`src/rtl/ext_pipe_pkg.sv`:
```
`default_nettype none
// ============================================================================
// Module      : ext_pipe_pkg
// Description : Shared control definitions. Holds the immediate-extension
//               operation codes and the default width constants for the
//               extension pipeline.
// Revision    : 1.0 - initial release
// ============================================================================
package ext_pipe_pkg;

    // Immediate-extension operation codes. Codes 5-7 are undefined.
    typedef enum logic [2:0] {
        EXTOP_ZERO   = 3'd0,
        EXTOP_SIGN   = 3'd1,
        EXTOP_HIGH   = 3'd2,
        EXTOP_BRANCH = 3'd3,
        EXTOP_JUMP   = 3'd4
    } ext_op_e;

    localparam int C_EXT_OP_W   = 3;
    localparam int C_EXT_DATA_W = 32;
    localparam int C_EXT_IMM_W  = 16;
    localparam int C_EXT_JIMM_W = 26;
    localparam int C_EXT_TAG_W  = 5;
    localparam int C_EXT_DEPTH  = 2;

endpackage : ext_pipe_pkg
`default_nettype wire

```
`src/rtl/ext_core.sv`:
```
`default_nettype none
// ============================================================================
// Module      : ext_core
// Description : Combinational immediate-extension decode. Turns a raw
//               immediate (and PC+4 for jumps) into the extended operand and
//               flags undefined operation codes.
// Revision    : 1.0 - initial release
// ============================================================================
module ext_core
    import ext_pipe_pkg::*;
#(
    parameter int DATA_W = C_EXT_DATA_W,
    parameter int IMM_W  = C_EXT_IMM_W,
    parameter int JIMM_W = C_EXT_JIMM_W
) (
    input  logic [C_EXT_OP_W-1:0] ext_op,
    input  logic [JIMM_W-1:0]     imm_i,
    input  logic [DATA_W-1:0]     pc_i,
    output logic [DATA_W-1:0]     result_o,
    output logic                  illegal_o
);

    logic [IMM_W-1:0]  w_imm16;
    logic [DATA_W-1:0] w_zext;
    logic [DATA_W-1:0] w_sext;
    logic [31:0]       w_high32;
    logic [DATA_W-1:0] w_high;
    logic [DATA_W-1:0] w_branch;
    logic [DATA_W-1:0] w_jump;
    logic              w_unused;

    assign w_imm16  = imm_i[IMM_W-1:0];
    assign w_zext   = DATA_W'(w_imm16);
    assign w_sext   = DATA_W'($signed(w_imm16));
    // The 16-bit upper-immediate lands in bits 31:16, then extends from bit 31
    assign w_high32 = {w_imm16, {(32-IMM_W){1'b0}}};
    assign w_high   = DATA_W'($signed(w_high32));
    assign w_branch = w_sext << 2;
    // Jump keeps the PC region bits above the word-aligned target field
    assign w_jump   = {pc_i[DATA_W-1:JIMM_W+2], imm_i, 2'b00};
    // Low PC bits are replaced by the target field and never observed
    assign w_unused = ^pc_i[JIMM_W+1:0];

    // Select the extended operand; undefined codes fall back to zero-extension
    always_comb begin
        result_o  = w_zext;
        illegal_o = 1'b0;
        case (ext_op)
            EXTOP_ZERO:   result_o = w_zext;
            EXTOP_SIGN:   result_o = w_sext;
            EXTOP_HIGH:   result_o = w_high;
            EXTOP_BRANCH: result_o = w_branch;
            EXTOP_JUMP:   result_o = w_jump;
            default: begin
                result_o  = w_zext;
                illegal_o = 1'b1;
            end
        endcase
    end

endmodule : ext_core
`default_nettype wire

```
`src/rtl/ext_pipe.sv`:
```
`default_nettype none
// ============================================================================
// Module      : ext_pipe
// Description : Immediate-extension stage with a 2-entry in-order result
//               FIFO, valid/ready handshakes on both sides, synchronous flush
//               and a sticky undefined-operation flag.
// Revision    : 1.0 - initial release
// ============================================================================
module ext_pipe
    import ext_pipe_pkg::*;
#(
    parameter int DATA_W = C_EXT_DATA_W,
    parameter int IMM_W  = C_EXT_IMM_W,
    parameter int JIMM_W = C_EXT_JIMM_W,
    parameter int TAG_W  = C_EXT_TAG_W
) (
    input  logic                  clk,
    input  logic                  rst,
    input  logic                  flush,
    input  logic                  in_valid,
    output logic                  in_ready,
    input  logic [C_EXT_OP_W-1:0] ext_op,
    input  logic [JIMM_W-1:0]     imm_i,
    input  logic [DATA_W-1:0]     pc_i,
    input  logic [TAG_W-1:0]      tag_i,
    output logic                  out_valid,
    input  logic                  out_ready,
    output logic [DATA_W-1:0]     out_data,
    output logic [TAG_W-1:0]      out_tag,
    output logic                  op_err
);

    logic [DATA_W-1:0] r_data_q [C_EXT_DEPTH];
    logic [TAG_W-1:0]  r_tag_q  [C_EXT_DEPTH];
    logic              r_head_q;
    logic [1:0]        r_count_q;
    logic              r_op_err_q;

    logic              w_head_d;
    logic [1:0]        w_count_d;
    logic              w_wr_ptr;
    logic              w_push;
    logic              w_pop;
    logic [DATA_W-1:0] w_result;
    logic              w_illegal;

    ext_core #(
        .DATA_W (DATA_W),
        .IMM_W  (IMM_W),
        .JIMM_W (JIMM_W)
    ) u_core (
        .ext_op    (ext_op),
        .imm_i     (imm_i),
        .pc_i      (pc_i),
        .result_o  (w_result),
        .illegal_o (w_illegal)
    );

    // Handshake status comes purely from registered occupancy
    assign in_ready  = (r_count_q < 2'd2);
    assign out_valid = (r_count_q != 2'd0);
    assign out_data  = r_data_q[r_head_q];
    assign out_tag   = r_tag_q[r_head_q];
    assign op_err    = r_op_err_q;

    assign w_push   = in_valid && in_ready && !flush;
    assign w_pop    = out_valid && out_ready && !flush;
    // Only written when occupancy is 0 or 1, so the tail is head + count[0]
    assign w_wr_ptr = r_head_q ^ r_count_q[0];

    // Next occupancy and head pointer; flush empties the FIFO outright
    always_comb begin
        w_count_d = r_count_q;
        w_head_d  = r_head_q;
        if (flush) begin
            w_count_d = 2'd0;
            w_head_d  = 1'b0;
        end else begin
            case ({w_push, w_pop})
                2'b10: w_count_d = r_count_q + 2'd1;
                2'b01: begin
                    w_count_d = r_count_q - 2'd1;
                    w_head_d  = ~r_head_q;
                end
                2'b11: w_head_d = ~r_head_q;
                default: ;
            endcase
        end
    end

    // FIFO storage, pointers and the sticky undefined-op flag
    always_ff @(posedge clk or posedge rst) begin
        if (rst) begin
            for (int i = 0; i < C_EXT_DEPTH; i++) begin
                r_data_q[i] <= '0;
                r_tag_q[i]  <= '0;
            end
            r_head_q   <= 1'b0;
            r_count_q  <= 2'd0;
            r_op_err_q <= 1'b0;
        end else begin
            r_head_q  <= w_head_d;
            r_count_q <= w_count_d;
            if (w_push) begin
                r_data_q[w_wr_ptr] <= w_result;
                r_tag_q[w_wr_ptr]  <= tag_i;
            end
            if (w_push && w_illegal) begin
                r_op_err_q <= 1'b1;
            end
        end
    end

endmodule : ext_pipe
`default_nettype wire
```
`config.mk`:
```
export PLATFORM = sky130hd
export DESIGN_NAME = ext_pipe
export DESIGN_NICKNAME = d
export VERILOG_FILES = /design/src/rtl/ext_pipe_pkg.sv /design/src/rtl/ext_core.sv /design/src/rtl/ext_pipe.sv
export SDC_FILE = /design/constraint.sdc
export NUM_CORES = 1
export LEC_CHECK = 0
export CAP_MARGIN = 0
export CORE_ASPECT_RATIO = 0.6
export CORE_MARGIN = 2
export CORE_UTILIZATION = 44
export CTS_BUF_LIST = sky130_fd_sc_hd__clkbuf_8 sky130_fd_sc_hd__clkbuf_16
export DETAILED_ROUTE_END_ITERATION = 8
export PLACE_DENSITY = 0.76
export SLEW_MARGIN = 10
export SYNTH_ARGS = -nofsm -noshare
export SYNTH_HDL_FRONTEND = slang
export SYNTH_SLANG_ARGS = --single-unit
```
`constraint.sdc`:
```
create_clock -name clk -period 3.1 [get_ports clk]
set_clock_uncertainty 0.15 [all_clocks]
set_input_delay 0.93 -clock clk [delete_from_list [all_inputs] [get_ports clk]]
set_output_delay 0.93 -clock clk [all_outputs]
set_load 0.05 [all_outputs]
```
==> out/metrics.csv <==
stage;metric;value;unit
outcome;outcome;completed;
global_route;largest net degree at the start of global routing;79;
placement;Placed Instance Area;0.005109;mm^2
timing;Final Hold Vio Count;0;
clock_network;clock slew at reported path FFs;60;ps
timing;RSZ-0062 raised after global routing;no;
power;pwr dens;769.4;mW/mm^2
power;leakage power figure;2.264;nW
routing;1st-pass router iterations;5;
worst_setup_path;Arr. time, crit path;1860;ps
placement;HPWL Detailed;7642;um
cells_and_area;final std cell area, no fill;0.005448;mm^2
worst_setup_path;WS Path Type;reg2out;
power;sw power;0.001540;W
yosys;post-synth top area share;45.99;%
power;logic gate share of total power;37.0;%
routing;WL final;11830;um
routing;Post-DRT Antenna Nets;0;
timing;Slew HR;32.06;%
yosys;Synth Flop Type;dfrtp_1;
yosys;share of synthesized registers carrying an async set or reset;100.0;%
clock_network;Setup Buffers After CTS;0;
routing;WL/cell;19.52;um
die;IO Pins;111;
global_route;antenna violations before repair;0;
yosys;Yosys cell types;40;
clock_network;Max clock buf depth;2;
cells_and_area;# fillers;802;
worst_setup_path;Setup crit start kind;register;
yosys;syn_nets;472;
global_route;total track usage;24.25;%
timing;Fmax;0.3396;GHz
yosys;leading cell types by count after synthesis;o21ai_0, dfrtp_1, mux2_2, o31ai_1, a221oi_1;
yosys;Post-synth EDFFs;0;
worst_setup_path;CP max-delay cell;clkdlybuf4s50_1;
yosys;mapped cell area;0.004244;mm^2
worst_setup_path;CP peak stage delay;700;ps
clock_network;CTS H-Tree Depth;3;
global_route;global-route wire length before repair;19340;um
yosys;most frequent cell after synthesis;o21ai_0;
power;Sw Share;36.73;%
die;Die ar.;0.01047;mm^2
global_route;Overflow after GRT;0;
die;row count;27;
cells_and_area;Final Util;58.85;%
worst_setup_path;Crit Path Max Fanout;7;
power;Pint;0.002652;W
cells_and_area;share of cells above drive strength 1;26.47;%
min_path;worst hold path type;reg2reg;
clock_network;clk sink count;78;
worst_setup_path;cell chain of the critical path;or2_2, clkdlybuf4s50_1;
cells_and_area;nets;542;
clock_network;CTS buffer count;9;
clock_network;hold buffers post-CTS;0;
power;Total Power;0.004191;W
placement;Buffers on Ports;82;
yosys;Syn. warnings;0;
yosys;flops & latches, synth;78;
timing;Final period util;94.98;%
yosys;synthesized instance count;401;
yosys;Avg Cell Area, Syn;10.58;um^2
die;Die Wd;130.8;um
clock_network;clock insertion delay at the later pin of the skew report;340;ps
timing;Slew Limit Fails;0;
yosys;Area contributors post-synth;dfrtp_1, mux2_2, o21ai_0;
power;peak supply drop;0.4351;mV
cells_and_area;Area Overhead vs Synth;28.36;%
yosys;sequential-to-total area share from yosys stat;45.99;%
timing;Worst Tran Pin Value;1017;ps
timing;Tmin final;2944;ps
die;core area;0.009256;mm^2
clock_network;post-CTS resize count;0;
placement;Placer Congestion;0.8549;
worst_setup_path;Worst EP required;2020;ps
yosys;largest area contributor in the netlist;dfrtp_1;
global_route;vias in the first global route;3729;
cells_and_area;ant diodes;0;
clock_network;CTS tree;yes;
timing;setup violators final;0;
clock_network;CTS root buffer;clkbuf_16;
die;Initial Util;45.85;%
die;Die Ht;80.08;um
routing;residual DRC count;0;
worst_setup_path;crit end category;output pin;
routing;Avg Vias per Cell;6.069;
routing;Starting DRT DRC Count;403;
power;Reg power frac;34.4;%
routing;via count;3678;
power;Clk pwr share;28.7;%
flow_run;Max-Cap Viols;0;
==> kinds of logic (layout without fill, tap and decap cells) <==
kind of cell              count (synthesis)  count (layout)  synth area share (%)
buffers and inverters                    42             117                 4.540
DFF                                      78              78                 45.99
xor gates and xnor gates                  3               3                0.9731
AOI/OAI and AO/OA                       165             165                 24.00
muxes                                    62              62                 16.07
and+or+nand+nor                          51              51                 8.432
==> per-stage QoR <==
stage,TNS (ps),hold WS (ps),setup slack (ps),std cells
after CTS,0,337.1,142.8,606
after global routing,0,364.4,98.98,606
final,0,330.3,155.5,606
after floorplan,0,304.9,24.97,401
after detailed placement,-297.1,319.6,-53.43,590
after global placement,0,315.5,44.84,590
==> routing by layer <==
metal  global-route usage, %  routed length, um
met2                   37.55               5513
met3                   7.995                932
met4                   5.000                150
met1                   33.38               5235
met5                       0                  0
==> layout by cell type (no fill, tap or decap), types with 2 or more instances in the layout <==
master and count:
a221oi_1 27, dfrtp_1 77, o21ai_0 92, or4b_1 2, or4bb_1 2, a21oi_1 2
mux2_2 49, o21ai_1 10, mux2i_1 13, nand3b_1 2, clkbuf_16 9, inv_1 4
nor2b_1 16, buf_4 49, nor3b_2 2, buf_12 3, nand2b_1 16, bufinv_16 3
clkinvlp_4 2, clkdlybuf4s50_1 45, o31ai_1 28, nand2_1 2
==> flip-flops by register name, summed over array words and instances (netlist names) <==
signal and count:
r_data_q 64, r_tag_q 10, r_count_q 2, op_err 1, r_head_q 1
==> critical path, delay by kind of cell (launching register included) <==
family        cells  cell delay [ps]
flops             1              490
simple gates      1              330
buf+inv           1              700
==> power by group through the flow <==
| stage | Sequential (W) | Clock (W) | Combinational [W] |
|---|---|---|---|
| floorplan | 0.00140 | 0 | 0.00112 |
| global placement | 0.00143 | 0 | 0.00152 |
| detailed placement | 0.00145 | 0 | 0.00155 |
| CTS | 0.00144 | 0.00122 | 0.00155 |
| global route | 0.00148 | 0.00127 | 0.00166 |
| finish | 0.00144 | 0.00120 | 0.00155 |
==> cell type report <==
type	count	area, um^2	area share [%]
inverters	4	15.01	0.2756
flip-flops and latches	78	1953	35.85
clock buffers	9	225.2	4.134
clock inverters	7	113.9	2.090
repair buffers	97	878.3	16.12
multi-input cells	281	2100	38.54
well taps	130	162.7	2.986
==> path summary, 6_finish.rpt <==
check | from | depth (start not counted) | end | slack (ps)
worst max-delay path | r_count_q[0] | 2 | out_valid | 160
worst min-delay path | op_err | 1 | op_err | 330
worst max register to register | r_head_q | 4 | r_data_q[31] | 1190
worst min register to register | op_err | 1 | op_err | 330
max in group asynchronous | rst | 3 | r_head_q | 1600
min in group asynchronous | rst | 3 | r_data_q[20] | 850
Note: power is estimated with default switching activity, not from simulation.
